## src/rtl/dual_port_blockram_pkg.sv

```systemverilog
`default_nettype none
// ============================================================================
// Module      : dual_port_blockram_pkg
// Description : Shared constants for the dual-port block RAM: read-during-write
//               mode selectors, init FSM state encodings and a latency
//               legality helper.
// Ports       : none (package)
// Revision    : 1.0 - initial release
// ============================================================================
package dual_port_blockram_pkg;

   // Read-during-write behaviour selectors (READ_WRITE_MODE)
   localparam int BLOCKRAM_READ_FIRST  = 0;
   localparam int BLOCKRAM_WRITE_FIRST = 1;

   // Init controller state encodings
   localparam logic [0:0] BLOCKRAM_STATE_CLEAR = 1'b0;
   localparam logic [0:0] BLOCKRAM_STATE_READY = 1'b1;

   // Only one- and two-cycle read pipelines are implemented.
   function automatic bit blockram_latency_ok(input int latency);
      return (latency == 1) || (latency == 2);
   endfunction

endpackage
`default_nettype wire

```

## src/rtl/blockram_init_controller.sv

```systemverilog
`default_nettype none
// ============================================================================
// Module      : blockram_init_controller
// Description : CLEAR/READY initialisation sequencer for dual_port_blockram.
//               After reset it walks a pointer over every set, requesting an
//               all-zero write to each, then reports ready.
// Ports       : clk_i            - clock, rising edge
//               reset_n_i        - synchronous active-low reset
//               ready_o          - high once the clear sweep is finished
//               clear_write_en_o - zero-write request for clear_addr_o
//               clear_addr_o     - set currently being cleared
// Revision    : 1.0 - initial release
// ============================================================================
module blockram_init_controller
   import dual_port_blockram_pkg::*;
#(
   parameter int NUMBER_SETS           = 64,
   parameter int SET_PTR_WIDTH_IN_BITS = $clog2(NUMBER_SETS),
   parameter int CLEAR_ON_RESET        = 1
) (
   input  logic                             clk_i,
   input  logic                             reset_n_i,
   output logic                             ready_o,
   output logic                             clear_write_en_o,
   output logic [SET_PTR_WIDTH_IN_BITS-1:0] clear_addr_o
);

   localparam bit c_clear = (CLEAR_ON_RESET != 0);
   localparam logic [SET_PTR_WIDTH_IN_BITS-1:0] c_last_set =
      SET_PTR_WIDTH_IN_BITS'(NUMBER_SETS - 1);

   logic [0:0]                       state_q, state_d;
   logic [SET_PTR_WIDTH_IN_BITS-1:0] ptr_q, ptr_d;

   always_comb begin
      state_d = state_q;
      ptr_d   = ptr_q;
      if (state_q == BLOCKRAM_STATE_CLEAR) begin
         // Without clearing there is nothing to sweep: go ready immediately.
         if (!c_clear || (ptr_q == c_last_set)) begin
            state_d = BLOCKRAM_STATE_READY;
         end else begin
            ptr_d = ptr_q + 1'b1;
         end
      end
   end

   always_ff @(posedge clk_i) begin
      if (!reset_n_i) begin
         state_q <= BLOCKRAM_STATE_CLEAR;
         ptr_q   <= '0;
      end else begin
         state_q <= state_d;
         ptr_q   <= ptr_d;
      end
   end

   assign ready_o          = (state_q == BLOCKRAM_STATE_READY);
   // Gated by reset so a reset edge never commits a clear write.
   assign clear_write_en_o = c_clear && reset_n_i && (state_q == BLOCKRAM_STATE_CLEAR);
   assign clear_addr_o     = ptr_q;

endmodule
`default_nettype wire

```

## src/rtl/dual_port_blockram.sv

```systemverilog
`default_nettype none
// ============================================================================
// Module      : dual_port_blockram
// Description : Dual-port block RAM. Port A: masked read/write, port B:
//               read-only. Configurable read latency (1/2), read-first or
//               write-first collision behaviour, self-clearing after reset.
// Ports       : clk_in / reset_in (sync, active-low), ready_out,
//               port A: access_en_a_in, write_en_a_in, write_mask_a_in,
//                       access_set_addr_a_in, write_element_a_in,
//                       read_element_a_out, read_valid_a_out
//               port B: access_en_b_in, access_set_addr_b_in,
//                       read_element_b_out, read_valid_b_out
// Revision    : 1.0 - initial release
// ============================================================================
module dual_port_blockram
   import dual_port_blockram_pkg::*;
#(
   parameter int SINGLE_ELEMENT_SIZE_IN_BITS = 64,
   parameter int NUMBER_SETS                 = 64,
   parameter int SET_PTR_WIDTH_IN_BITS       = $clog2(NUMBER_SETS),
   parameter int WRITE_MASK_WIDTH_IN_BITS    = SINGLE_ELEMENT_SIZE_IN_BITS / 8,
   parameter int READ_LATENCY                = 1,
   parameter int READ_WRITE_MODE             = BLOCKRAM_READ_FIRST,
   parameter int CLEAR_ON_RESET              = 1
) (
   input  logic                                   clk_in,
   input  logic                                   reset_in,
   output logic                                   ready_out,
   input  logic                                   access_en_a_in,
   input  logic                                   write_en_a_in,
   input  logic [WRITE_MASK_WIDTH_IN_BITS-1:0]    write_mask_a_in,
   input  logic [SET_PTR_WIDTH_IN_BITS-1:0]       access_set_addr_a_in,
   input  logic [SINGLE_ELEMENT_SIZE_IN_BITS-1:0] write_element_a_in,
   output logic [SINGLE_ELEMENT_SIZE_IN_BITS-1:0] read_element_a_out,
   output logic                                   read_valid_a_out,
   input  logic                                   access_en_b_in,
   input  logic [SET_PTR_WIDTH_IN_BITS-1:0]       access_set_addr_b_in,
   output logic [SINGLE_ELEMENT_SIZE_IN_BITS-1:0] read_element_b_out,
   output logic                                   read_valid_b_out
);

   localparam int DW = SINGLE_ELEMENT_SIZE_IN_BITS;
   localparam int AW = SET_PTR_WIDTH_IN_BITS;
   localparam bit c_write_first = (READ_WRITE_MODE == BLOCKRAM_WRITE_FIRST);

   generate
      if ((SINGLE_ELEMENT_SIZE_IN_BITS % 8) != 0) begin : g_bad_width
         $error("SINGLE_ELEMENT_SIZE_IN_BITS must be a multiple of 8");
      end
      if (!blockram_latency_ok(READ_LATENCY)) begin : g_bad_latency
         $error("READ_LATENCY must be 1 or 2");
      end
   endgenerate

   logic [DW-1:0] mem_q [NUMBER_SETS];

   logic          ready;
   logic          clear_we;
   logic [AW-1:0] clear_addr;

   blockram_init_controller #(
      .NUMBER_SETS           (NUMBER_SETS),
      .SET_PTR_WIDTH_IN_BITS (AW),
      .CLEAR_ON_RESET        (CLEAR_ON_RESET)
   ) u_init (
      .clk_i            (clk_in),
      .reset_n_i        (reset_in),
      .ready_o          (ready),
      .clear_write_en_o (clear_we),
      .clear_addr_o     (clear_addr)
   );

   assign ready_out = ready;

   // ---------------------------------------------------------------- decode
   logic          in_range_a, in_range_b;
   logic          acc_a, acc_b, wr_a, collision;
   logic [DW-1:0] bit_mask, old_a, old_b, merged_a, rd_a_d, rd_b_d;

   generate
      for (genvar i = 0; i < WRITE_MASK_WIDTH_IN_BITS; i++) begin : g_byte_mask
         assign bit_mask[8*i +: 8] = {8{write_mask_a_in[i]}};
      end

      // A power-of-two depth cannot be addressed out of range.
      if (NUMBER_SETS == (1 << AW)) begin : g_range_full
         assign in_range_a = 1'b1;
         assign in_range_b = 1'b1;
      end else begin : g_range_partial
         localparam logic [AW:0] c_num_sets = (AW + 1)'(NUMBER_SETS);
         assign in_range_a = ({1'b0, access_set_addr_a_in} < c_num_sets);
         assign in_range_b = ({1'b0, access_set_addr_b_in} < c_num_sets);
      end
   endgenerate

   assign acc_a     = ready && access_en_a_in;
   assign acc_b     = ready && access_en_b_in;
   assign wr_a      = acc_a && write_en_a_in && in_range_a;
   assign collision = wr_a && in_range_b && (access_set_addr_b_in == access_set_addr_a_in);

   assign old_a    = in_range_a ? mem_q[access_set_addr_a_in] : '0;
   assign old_b    = in_range_b ? mem_q[access_set_addr_b_in] : '0;
   assign merged_a = (old_a & ~bit_mask) | (write_element_a_in & bit_mask);

   always_comb begin
      rd_a_d = old_a;
      if (!in_range_a) begin
         rd_a_d = '0;
      end else if (c_write_first && write_en_a_in) begin
         rd_a_d = merged_a;
      end
   end

   // Port B forwards the merged word only when it hits the set A writes now.
   always_comb begin
      rd_b_d = old_b;
      if (!in_range_b) begin
         rd_b_d = '0;
      end else if (c_write_first && collision) begin
         rd_b_d = merged_a;
      end
   end

   // ---------------------------------------------------------------- array
   always_ff @(posedge clk_in) begin
      if (clear_we) begin
         mem_q[clear_addr] <= '0;
      end else if (wr_a && reset_in) begin
         mem_q[access_set_addr_a_in] <= merged_a;
      end
   end

   // ---------------------------------------------------------------- read pipeline
   logic          s1_valid_a_q, s1_valid_b_q;
   logic [DW-1:0] s1_data_a_q, s1_data_b_q;

   // Data registers load only on a response so outputs hold between responses.
   always_ff @(posedge clk_in) begin
      if (!reset_in) begin
         s1_valid_a_q <= 1'b0;
         s1_valid_b_q <= 1'b0;
         s1_data_a_q  <= '0;
         s1_data_b_q  <= '0;
      end else begin
         s1_valid_a_q <= acc_a;
         s1_valid_b_q <= acc_b;
         if (acc_a) s1_data_a_q <= rd_a_d;
         if (acc_b) s1_data_b_q <= rd_b_d;
      end
   end

   generate
      if (READ_LATENCY == 2) begin : g_lat2
         logic          s2_valid_a_q, s2_valid_b_q;
         logic [DW-1:0] s2_data_a_q, s2_data_b_q;

         always_ff @(posedge clk_in) begin
            if (!reset_in) begin
               s2_valid_a_q <= 1'b0;
               s2_valid_b_q <= 1'b0;
               s2_data_a_q  <= '0;
               s2_data_b_q  <= '0;
            end else begin
               s2_valid_a_q <= s1_valid_a_q;
               s2_valid_b_q <= s1_valid_b_q;
               if (s1_valid_a_q) s2_data_a_q <= s1_data_a_q;
               if (s1_valid_b_q) s2_data_b_q <= s1_data_b_q;
            end
         end

         assign read_valid_a_out   = s2_valid_a_q;
         assign read_valid_b_out   = s2_valid_b_q;
         assign read_element_a_out = s2_data_a_q;
         assign read_element_b_out = s2_data_b_q;
      end else begin : g_lat1
         assign read_valid_a_out   = s1_valid_a_q;
         assign read_valid_b_out   = s1_valid_b_q;
         assign read_element_a_out = s1_data_a_q;
         assign read_element_b_out = s1_data_b_q;
      end
   endgenerate

endmodule
`default_nettype wire

```

## config.mk

```make
export PLATFORM = sky130hd
export DESIGN_NAME = dual_port_blockram
export DESIGN_NICKNAME = d
export VERILOG_FILES = /design/src/rtl/dual_port_blockram_pkg.sv /design/src/rtl/blockram_init_controller.sv /design/src/rtl/dual_port_blockram.sv
export SDC_FILE = /design/constraint.sdc
export NUM_CORES = 2
export LEC_CHECK = 0
export CAP_MARGIN = 20
export CELL_PAD_IN_SITES_DETAIL_PLACEMENT = 1
export CELL_PAD_IN_SITES_GLOBAL_PLACEMENT = 2
export CORE_UTILIZATION = 52
export DETAILED_ROUTE_END_ITERATION = 6
export GPL_ROUTABILITY_DRIVEN = 0
export PLACE_DENSITY_LB_ADDON = 0.1
export SLEW_MARGIN = 20
export SYNTH_ARGS = -nofsm -noshare
export SYNTH_HDL_FRONTEND = slang
export SYNTH_SLANG_ARGS = --single-unit
```

## constraint.sdc

```tcl
create_clock -name clk_in -period 13.45 [get_ports clk_in]
set_input_delay 2.69 -clock clk_in [delete_from_list [all_inputs] [get_ports clk_in]]
set_output_delay 2.69 -clock clk_in [all_outputs]
set_load 0.05 [all_outputs]
```

==> metrics.md <==
| Metric | Value |
|---|---|
| Worst EP arrival | `8.22 ns` |
| TritonCTS clock tree | `built` |
| Fin area | `219,800 um2` |
| Post-Synthesis Net Count | `11,943` |
| Number of design-rule violations left by the first detailed-router iteration | `19,698` |
| Number of buffers on the longest clock path | `4` |
| Vias in the first global route | `131,928` |
| Cell leakage power | `81.94 nW` |
| Post-synthesis average cell area | `16.43 um2` |
| Setup TNS Final | `0 ns` |
| Number of port buffers | `219` |
| Setup repair bufs after CTS | `0` |
| Type of the worst setup path | `input port to flop` |
| Final cycle utilization of the critical path | `0.5649` |
| Part of the power in registers | `0.497` |
| Layout cell share with drive strength beyond 1 | `0.1793` |
| CTS clock-pin slew for the worst setup and hold paths | `0.07 ns` |
| Max capacitance violation total | `0` |
| Final Setup Violations | `0` |
| Wire length per cell | `45.02 um` |
| Pins over their slew limit | `0` |
| Power per standard cell area | `130.8 nW/um2` |
| Type of origin of the critical path | `input port` |
| Required time of the critical path | `14.07 ns` |
| Yosys warning total | `0` |
| Multi-input gate area in the final layout | `66,250 um2` |
| Final Hold Fails | `0` |
| Worst reg-to-reg setup slack | `7.43 ns` |
| Gate Count Post-Synth | `11,853` |
| Worst clock skew on the final layout | `0.05789 ns` |
| Maximum resistive drop on vdd | `0.0001156 V` |
| EDFF count, synth | `4,096` |
| Number of H-tree branching levels | `5` |
| Net count of the finished layout | `12,106` |
| Top-Level Pins | `220` |
| Drt total wl | `782,900 um` |
| Post-synthesis sequential area ratio | `0.6458` |
| Number of clock sinks seen by CTS | `4,233` |
| Category of the worst setup path capture point | `flop` |
| Largest net degree at the start of global routing | `126` |
| Start point of the worst min-delay path | `read_element_a_out[61]` |
| Number of placement rows | `224` |
| Area grow syn2layout | `12.89%` |
| Terminating pin of the worst hold path | `read_element_a_out[61]` |
| Run status | `finished with violations` |
| Register Area | `125,700 um2` |
| Aggregate global-route resource usage | `0.4101` |
| Pin slew with the least headroom to its limit | `1.286 ns` |
| Horiz. Die Dim | `613.9 um` |
| Resized Gates After CTS | `0` |
| Most instantiated flip-flop cell in the synthesis netlist | `sky130_fd_sc_hd__edfxtp_1` |
| Top achievable clock speed | `0.1316 GHz` |
| Clock latency of the later-clocked register in the worst-skew pair | `1.03 ns` |
| Drt via density | `7.516` |
| Fraction of power spent switching nets | `0.2275` |
| Number of remaining DRC errors | `29` |
| Initial antenna violation count | `32` |
| Starting Density | `0.5227` |
| Post-synthesis instance area | `194,700 um2` |
| Violated checks | `design-rule violations` |
| DIE AREA | `376,900 um2` |
| Instance area after placement | `204,900 um2` |
| Tightest Hold Check Type | `flop to flop` |
| Die H | `613.9 um` |
| Remaining Overflow, GRT | `0` |
| Post-synth cell types | `53` |
| Core Util, Final | `0.5901` |
| Count of cells along the worst hold path | `2` |
| Count of vias placed by the detailed router | `130,697` |
| Post-DRT Antenna Nets | `0` |
| Sum of net half-perimeters after detailed placement | `436,300 um` |
| Post-cts hold buffer count | `0` |
| Total of flip-flops plus latches after synthesis | `4,233` |
| Net switching power figure | `6.538 mW` |
| Clock buffers created by TritonCTS | `445` |
| Logic pwr share | `0.059` |
| Highest fanout seen on the critical path | `31` |
| Number of inserted filler cells in the final layout | `32,752` |
| Worst max-slew margin expressed relative to the limit | `0.1424` |
| Internal cell power | `22.20 mW` |
| Power share of the clock group | `0.444` |
| Root buffer cell | `sky130_fd_sc_hd__clkbuf_16` |
| Placeable core area | `372,500 um2` |
| Shortest period the worst path allows | `7.598 ns` |
| Drt first pass iters | `7` |
| Reg2Reg Capture Point | `mem_q[47][35]` |
| Proportion of synthesized flip-flops having asynchronous set or reset | `0` |
| Cell count of the worst reg-to-reg path | `9` |
| Wire length of the first global-routing pass | `1,066,000 um` |
| Unrepaired setup endpoints after global routing | `false` |
| Reg-to-Reg Start | `u_init.ready_o` |
==> synthesized netlist by cell type (all sizes together), types with 76 or more instances <==
library cell / instances / area [um2]
clkbuf: 553 / 2076
mux2i: 2482 / 24840
mux4: 899 / 20250
nand2: 338 / 1269
a21oi: 206 / 1031
dfxtp: 137 / 2743
edfxtp: 4096 / 123000
nand3: 341 / 1707
nor3: 167 / 835.8
buf: 395 / 2092
o22ai: 410 / 2565
o21ai: 348 / 1742
nor2: 328 / 1231
a22oi: 487 / 3656
mux2: 76 / 855.8
o221ai: 167 / 1463
==> state kept, by name, indices dropped and copies added, names as in the netlist <==
register / count
mem_q: 4096
read_element_a_out: 64
read_element_b_out: 64
u_init.clear_addr_o: 6
read_valid_a_out: 1
read_valid_b_out: 1
u_init.ready_o: 1
==> routing by layer <==
metal  track usage  wire, um
met5             0       114
met4        0.2330     51150
met3       0.08685     90380
met2        0.6291    355600
met1        0.5468    285700
==> per-stage QoR <==
step                      power [mW]  hold WS [ns]  std cells  setup slack (ns)
final                          28.74        0.4504      17390             5.852
after detailed placement       16.22        0.4449      16540             5.083
after CTS                      28.71        0.4549      17369             6.137
after global routing           29.19        0.4766      17371             5.951
after floorplan                15.58        0.5480      11853             6.049
after global placement         16.20        0.4349      16508             4.901
==> power by group through the flow <==
stage	sequential, mW	combinational, mW	clock, mW
floorplan	14.6	1.01	0
global placement	14.6	1.63	0
detailed placement	14.6	1.64	0
CTS	14.3	1.65	12.8
global route	14.3	1.71	13.2
finish	14.3	1.69	12.8
==> worst max-delay path: stages <==
cell and delay, ns:
sky130_fd_sc_hd__clkdlybuf4s50_1 0.74, sky130_fd_sc_hd__inv_2 0.42, sky130_fd_sc_hd__nor2_4 0.22, sky130_fd_sc_hd__buf_4 0.61
sky130_fd_sc_hd__nand2_1 0.16, sky130_fd_sc_hd__o21ai_0 0.24, sky130_fd_sc_hd__nand2_1 0.52, sky130_fd_sc_hd__nor2_4 0.93
sky130_fd_sc_hd__buf_4 0.59, sky130_fd_sc_hd__buf_4 0.93
==> cell families after synthesis <==
| logic type | synth area share |
|---|---|
| flip-flops | 0.6458 |
| multiplexers | 0.2360 |
| AO/OA/AOI/OAI | 0.06659 |
| AND/OR/NAND/NOR | 0.02982 |
| buffers and inverters | 0.02148 |
| XOR/XNOR | 0.0002249 |
| adder cells (fa/ha/maj) | 0.00006425 |
==> placed cells by master (no fill, tap or decap), drive strengths merged, types with 22 or more instances in the layout <==
cell type	count
mux2	76
a21o	25
mux2i	2482
buf	452
o221a	24
o21ai	348
clkbuf	594
edfxtp	4096
nand4	66
clkinv	153
a211oi	39
nand3	341
bufinv	51
o41ai	64
a31oi	26
o22ai	410
a221oi	39
clkinvlp	22
a21oi	206
nor2	328
dfxtp	137
o211ai	24
nand2	338
a22oi	487
mux4	899
clkdlybuf4s50	212
nor3	167
a221o	24
a22o	25
o221ai	167
==> area by class of cell <==
cell class	instances	area share
Inverter	4	0.00009108
Clock inverter	235	0.01185
Tap cell	4972	0.02830
Multi-Input combinational cell	6668	0.3014
Antenna cell	20	0.0002277
Sequential cell	4233	0.5721
Clock buffer	594	0.05580
Timing Repair Buffer	664	0.03025
==> how the worst max path moves through the flow <==
stage	from	endpoint	slack [ns]	depth (start not counted)
4_1_cts	write_en_a_in	mem_q[47][22]	6.14	10
6_report	write_en_a_in	mem_q[47][35]	5.85	10
2_1_floorplan	access_set_addr_a_in[2]	mem_q[13][0]	6.05	10
3_3_place_gp	access_set_addr_a_in[2]	mem_q[20][36]	4.90	7
5_1_grt	access_set_addr_a_in[1]	mem_q[35][25]	5.95	11
3_5_place_dp	write_en_a_in	mem_q[47][37]	5.08	10
(Power assumes the default switching activity.)
